`src/rtl/axi4_rd_user_pkg.sv`:
```
// Shared defaults, TL user-field bundle and ID width helper for the AXI4 read
// user-field tracker.
package axi4_rd_user_pkg;

    localparam int ID_COUNT_DEF = 4;
    localparam int SIZE_W_DEF   = 4;
    localparam int SOURCE_W_DEF = 5;
    localparam int DATA_W_DEF   = 64;

    typedef struct packed {
        logic [SIZE_W_DEF-1:0]   size;
        logic [SOURCE_W_DEF-1:0] source;
        logic                    extra_id;
    } tl_user_t;

    // A single ID still needs one bit of ARID.
    function automatic int id_w(input int id_count);
        return (id_count > 1) ? $clog2(id_count) : 1;
    endfunction

endpackage

```
`src/rtl/axi4_user_slot.sv`:
```
// Single-entry parking slot: a full bit plus a payload register, filled by an
// enq handshake and emptied by a pop strobe.
module axi4_user_slot #(
    parameter int W = 10
) (
    input  logic         i_clock,
    input  logic         i_reset,
    input  logic         i_enq_valid,
    output logic         o_enq_ready,
    input  logic [W-1:0] i_enq_data,
    input  logic         i_deq_pop,
    output logic         o_full,
    output logic [W-1:0] o_deq_data
);

    logic         r_full;
    logic [W-1:0] r_data;
    logic         w_enq_fire;

    assign o_enq_ready = ~r_full;
    assign w_enq_fire  = i_enq_valid & ~r_full;
    assign o_full      = r_full;
    assign o_deq_data  = r_data;

    // An enq can only land on an empty slot, so it never collides with a
    // legitimate pop; a pop of an empty slot is a no-op.
    always_ff @(posedge i_clock) begin
        if (!i_reset) begin
            r_full <= 1'b0;
        end else if (w_enq_fire) begin
            r_full <= 1'b1;
        end else if (i_deq_pop) begin
            r_full <= 1'b0;
        end
    end

    // Payload is deliberately not reset; stale contents stay visible.
    always_ff @(posedge i_clock) begin
        if (w_enq_fire) begin
            r_data <= i_enq_data;
        end
    end

endmodule

```
`src/rtl/axi4_rd_user_tracker.sv`:
```
// Parks TL size/source/extra_id per ARID on AR issue and re-attaches them to
// the R beats of that ID; one outstanding read per ID.
module axi4_rd_user_tracker
    import axi4_rd_user_pkg::*;
#(
    parameter int ID_COUNT  = ID_COUNT_DEF,
    parameter int SIZE_W    = SIZE_W_DEF,
    parameter int SOURCE_W  = SOURCE_W_DEF,
    parameter int DATA_W    = DATA_W_DEF,
    localparam int ID_W     = id_w(ID_COUNT)
) (
    input  logic                clock,
    input  logic                reset,
    input  logic                ar_in_valid,
    output logic                ar_in_ready,
    input  logic [ID_W-1:0]     ar_in_id,
    input  logic [SIZE_W-1:0]   ar_in_size,
    input  logic [SOURCE_W-1:0] ar_in_source,
    input  logic                ar_in_extra_id,
    output logic                ar_out_valid,
    input  logic                ar_out_ready,
    output logic [ID_W-1:0]     ar_out_id,
    input  logic                r_in_valid,
    output logic                r_in_ready,
    input  logic [ID_W-1:0]     r_in_id,
    input  logic [DATA_W-1:0]   r_in_data,
    input  logic [1:0]          r_in_resp,
    input  logic                r_in_last,
    output logic                r_out_valid,
    input  logic                r_out_ready,
    output logic [DATA_W-1:0]   r_out_data,
    output logic [1:0]          r_out_resp,
    output logic                r_out_last,
    output logic [SIZE_W-1:0]   r_out_size,
    output logic [SOURCE_W-1:0] r_out_source,
    output logic                r_out_extra_id,
    output logic                err_unexpected_r
);

    localparam int USER_W = SIZE_W + SOURCE_W + 1;
    localparam int SLOTS  = 1 << ID_W;

    logic [SLOTS-1:0]  w_full;
    logic [SLOTS-1:0]  w_enq_ready;
    logic [USER_W-1:0] w_slot_data [SLOTS];
    logic [USER_W-1:0] w_enq_data;
    logic [USER_W-1:0] w_rd_data;
    logic              w_ar_open;
    logic              w_r_fire;
    logic              r_err;

    // AR side only looks at the slot selected by ar_in_id.
    assign w_ar_open    = w_enq_ready[ar_in_id];
    assign ar_out_valid = ar_in_valid & w_ar_open;
    assign ar_in_ready  = ar_out_ready & w_ar_open;
    assign ar_out_id    = ar_in_id;
    assign w_enq_data   = {ar_in_size, ar_in_source, ar_in_extra_id};

    assign w_r_fire     = r_in_valid & r_out_ready;

    generate
        for (genvar i = 0; i < SLOTS; i++) begin : g_slot
            if (i < ID_COUNT) begin : g_real
                logic w_enq_valid;
                logic w_pop;

                assign w_enq_valid = ar_in_valid & ar_out_ready & (ar_in_id == ID_W'(i));
                assign w_pop       = w_r_fire & r_in_last & (r_in_id == ID_W'(i));

                axi4_user_slot #(
                    .W(USER_W)
                ) u_slot (
                    .i_clock     (clock),
                    .i_reset     (reset),
                    .i_enq_valid (w_enq_valid),
                    .o_enq_ready (w_enq_ready[i]),
                    .i_enq_data  (w_enq_data),
                    .i_deq_pop   (w_pop),
                    .o_full      (w_full[i]),
                    .o_deq_data  (w_slot_data[i])
                );
            end else begin : g_pad
                // IDs beyond ID_COUNT never accept an AR and read as empty.
                assign w_enq_ready[i] = 1'b0;
                assign w_full[i]      = 1'b0;
                assign w_slot_data[i] = '0;
            end
        end
    endgenerate

    assign r_out_valid = r_in_valid;
    assign r_in_ready  = r_out_ready;
    assign r_out_data  = r_in_data;
    assign r_out_resp  = r_in_resp;
    assign r_out_last  = r_in_last;
    assign w_rd_data   = w_slot_data[r_in_id];
    assign {r_out_size, r_out_source, r_out_extra_id} = w_rd_data;

    always_ff @(posedge clock) begin
        if (!reset) begin
            r_err <= 1'b0;
        end else if (w_r_fire && !w_full[r_in_id]) begin
            r_err <= 1'b1;
        end
    end

    assign err_unexpected_r = r_err;

endmodule

```
`config.mk`:
```
export PLATFORM = sky130hd
export DESIGN_NAME = axi4_rd_user_tracker
export DESIGN_NICKNAME = d
export VERILOG_FILES = /design/src/rtl/axi4_rd_user_pkg.sv /design/src/rtl/axi4_user_slot.sv /design/src/rtl/axi4_rd_user_tracker.sv
export SDC_FILE = /design/constraint.sdc
export NUM_CORES = 1
export LEC_CHECK = 0
export ABC_AREA = 1
export BUFFER_PORTS_ARGS = -buffer_cell sky130_fd_sc_hd__buf_4
export CAP_MARGIN = 0
export CORE_ASPECT_RATIO = 1.2
export CORE_UTILIZATION = 37
export CTS_CLUSTER_DIAMETER = 30
export DETAILED_ROUTE_END_ITERATION = 7
export PLACE_DENSITY = 0.8
export SLEW_MARGIN = 20
export SYNTH_ARGS = -nofsm -noshare
export SYNTH_HDL_FRONTEND = slang
export SYNTH_SLANG_ARGS = --single-unit
export TNS_END_PERCENT = 5
```
`constraint.sdc`:
```
create_clock -name clock -period 1.54 [get_ports clock]
set_input_delay 0.154 -clock clock [delete_from_list [all_inputs] [get_ports clock]]
set_output_delay 0.154 -clock clock [all_outputs]
set_load 0.01 [all_outputs]
```
==> insert_results.sql <==
INSERT INTO impl_metrics (metric_group, metric, value, unit) VALUES
('status', 'outcome', 'completed', ''),
('clock_tree', 'cts.reportedPaths.clkPinSlew', '0.07', 'ns'),
('sta', 'final.setup.tns', '0', 'ns'),
('floorplanning', 'io_pins', '171', ''),
('layout', 'n_fill_cell', '589', ''),
('worst_setup_path', 'crit_buf_inv', '2', ''),
('worst_setup_path', 'crit_required', '1.39', 'ns'),
('floorplanning', 'die_y', '89.4', 'um'),
('global_routing', 'globalRouteOverflowTotal', '0', ''),
('synth', 'yosysUniqueCellTypes', '13', ''),
('clock_tree', 'cts_buffer_depth', '2', ''),
('layout', 'antenna_cells', '0', ''),
('drt', 'drc', '0', ''),
('synth', 'syn-instance-count', '219', ''),
('clock_tree', 'post_cts_buffers', '0', ''),
('place', 'count_of_input_and_output_buffers', '38', ''),
('synth', 'seq_area_frac_synth', '0.553', ''),
('synth', 'synth_area_leader_cell', 'edfxtp_1', ''),
('worst_setup_path', 'critPathMostFrequentCell', 'nor2_1', ''),
('drt', 'initial_drc_count', '42', ''),
('sta', 'timing.final.crit_share', '0.872', ''),
('drt', 'antenna_violating_nets_post_route', '0', ''),
('global_routing', 'overall_global_routing_resource_usage', '0.149', ''),
('worst_setup_path', 'timing.critical_path.max_delay_family', 'simple AND/OR/NAND/NOR gates', ''),
('place', 'place_hpwl', '3930', 'um'),
('sta', 'slew_headroom', '0.747', ''),
('synth', 'synth_area', '0.00235', 'mm^2'),
('floorplanning', 'placeableCoreArea', '0.00609', 'mm^2'),
('drt', 'detailedRoute.firstPassIterationCount', '4', ''),
('clock_tree', 'worstSkewPairLatency', '0.29', 'ns'),
('worst_setup_path', 'setup.worst_path.class', 'register to output pin', ''),
('layout', 'final_net_count', '285', ''),
('worst_setup_path', 'critical_path_maximum_fanout', '3', ''),
('worst_setup_path', 'path_cells', 'inv_1 -> nor2_1 -> nor2_1 -> nand3_1 -> nor2_1 -> buf_4', ''),
('worst_setup_path', 'critical_path.max_stage_delay', '0.34', 'ns'),
('floorplanning', 'core.rowCount', '31', ''),
('synth', 'ys_warn_count', '0', ''),
('sta', 'report.final.slew_viol_count', '0', ''),
('run', 'drv_cap', '0', ''),
('synth', 'postSynthNetCount', '306', ''),
('synth', 'yosys.area.top_type_share', '0.510', ''),
('layout', 'post_layout_util', '0.383', ''),
('sta', 'rsz0062_at_grt', 'no', ''),
('min_path', 'min-delay-path-class', 'input pin to register', ''),
('clock_tree', 'ctsHtreeMaxLevel', '2', ''),
('sta', 'report.final.hold_viol_count', '0', ''),
('layout', 'areaGrowthSynthToFinish', '-0.957', '%'),
('floorplanning', 'initial_core_util', '0.386', ''),
('drt', 'drt-total-wl', '4870', 'um'),
('global_routing', 'pin_count_of_the_biggest_net_entering_global_routing', '14', ''),
('clock_tree', 'number_of_gates_resized_after_cts', '0', ''),
('place', 'finalWeightedCongestion', '0.789', ''),
('global_routing', 'grt_antenna_before_repair', '0', ''),
('global_routing', 'grt_pass1_wl', '7050', 'um'),
('clock_tree', 'number_of_buffers_inserted_by_hold_repair_at_cts', '0', ''),
('sta', 'maxClockFrequency', '745', 'MHz'),
('worst_setup_path', 'cp_slowest_cell', 'dfxtp_1', ''),
('clock_tree', 'clkSinkCount', '45', ''),
('pwr', 'cellPowerDensity', '983', 'mW/mm^2'),
('synth', 'synth_area_leaders', 'edfxtp_1 (51%), buf_4 (23%), nand2_1 (6.1%), a22oi_2 (5.3%), dfxtp_1 (4.3%)', ''),
('layout', 'layout_cells_sized_above_1', '0.322', ''),
('drt', 'detail_route.vias_per_cell', '4.76', ''),
('drt', 'dr_total_vias', '1338', ''),
('sta', 'layout_min_cycle_time', '1.34', 'ns'),
('sta', 'timing.clock.skew', '0.00694', 'ns'),
('worst_setup_path', 'critPathArrivalTime', '1.19', 'ns'),
('drt', 'detail_route.wl_per_cell', '17.3', 'um'),
('clock_tree', 'cts_tree', 'built', ''),
('worst_setup_path', 'worst_setup_path_end_kind', 'output pin', ''),
('global_routing', 'vias_in_the_first_global_route', '1324', ''),
('pwr', 'ir_drop', '0.790', 'mV'),
('pwr', 'leakage', '0.909', 'nW'),
('worst_setup_path', 'crit_path_start_kind', 'register', ''),
('floorplanning', 'floorplan.die_area', '0.00668', 'mm^2'),
('synth', 'ys_seq_elements', '45', ''),
('sta', 'max_slew.worst_pin.slew', '0.378', 'ns'),
('sta', 'fin_worst_hold_slack', '0.0555', 'ns'),
('clock_tree', 'cts_buf_count', '5', ''),
('sta', 'setup_viol_count_final', '0', ''),
('synth', 'avgSynthCellArea', '10.7', 'um^2'),
('floorplanning', 'die_width', '74.8', 'um'),
('clock_tree', 'cts-root-buf', 'clkbuf_8', '');
-- per-stage QoR --
stage          area, um^2  std cells  power (mW)  setup WS, ns
2_1_floorplan        2350        219        1.69      0.000374
3_3_place_gp         2250        273        1.63         0.342
3_5_place_dp         2250        273        1.64         0.305
4_1_cts              2330        281        2.31         0.202
5_1_grt              2330        281        2.38         0.128
6_report             2330        281        2.29         0.197
-- synth_stat cells, drive strengths merged --
| cell type | instances |
|---|---|
| buf | 75 |
| nand2 | 38 |
| dfxtp | 5 |
| edfxtp | 40 |
| nor3 | 4 |
| a22oi | 10 |
| a21oi | 5 |
| nand3 | 14 |
| inv | 14 |
| nor2 | 14 |
-- power by group --
part | leakage (nW) | total, mW | internal (mW) | switching (mW)
Clock | 0.0385 | 0.684 | 0.321 | 0.363
Sequential | 0.404 | 1.37 | 1.35 | 0.0106
Combinational | 0.467 | 0.242 | 0.114 | 0.128
-- area by class of cell --
cell class	count	area, um^2	share of cell area
clock inverter	1	7.51	0.00322
sequential	45	1300	0.558
clock buffer	7	76.3	0.0327
multi-input combinational	85	438	0.188
inverter	14	52.6	0.0225
timing repair buffer	47	353	0.151
tap	82	103	0.0440
-- layer usage --
layer | track usage | share of wire
met4 | 0.0995 | 0.044
met5 | 0 | 0
met1 | 0.117 | 0.27
met3 | 0.0970 | 0.15
met2 | 0.264 | 0.53
-- registers in the layout, indices dropped and copies added (netlist names) --
| register | count |
|---|---|
| g_slot.g_real.u_slot.o_full | 4 |
| g_slot.g_real.u_slot.o_deq_data | 40 |
| err_unexpected_r | 1 |
-- layout by cell type (no fill, tap or decap), drive strengths merged, types with 4 or more instances in the layout --
cell    netlist  final
edfxtp       40     40
inv          14     14
a21oi         5      5
nor3          4      4
nand2        38     38
a22oi        10     10
dfxtp         5      5
buf          75     47
clkbuf        0      7
nor2         14     14
nand3        14     14
-- path summary, 6_finish.rpt --
path / start / end / slack (ns) / depth (start not counted)
worst max-delay path: g_slot[1].g_real.u_slot.o_full / ar_out_valid / 0.20 / 6
worst min-delay path: ar_in_source[1] / g_slot[1].g_real.u_slot.o_deq_data[2] / 0.06 / 1
worst max register to register: g_slot[3].g_real.u_slot.o_full / g_slot[3].g_real.u_slot.o_deq_data[2] / 0.34 / 2
worst min register to register: err_unexpected_r / err_unexpected_r / 0.46 / 2
-- cell families (layout without fill, tap and decap cells) --
family,Yosys count,after routing,share of synthesized area
buffers and inverters,89,69,0.261
AOI/OAI and AO/OA,15,15,0.0638
and+or+nand+nor,70,70,0.122
DFF,45,45,0.553
Power figures use the tool's default switching activity.
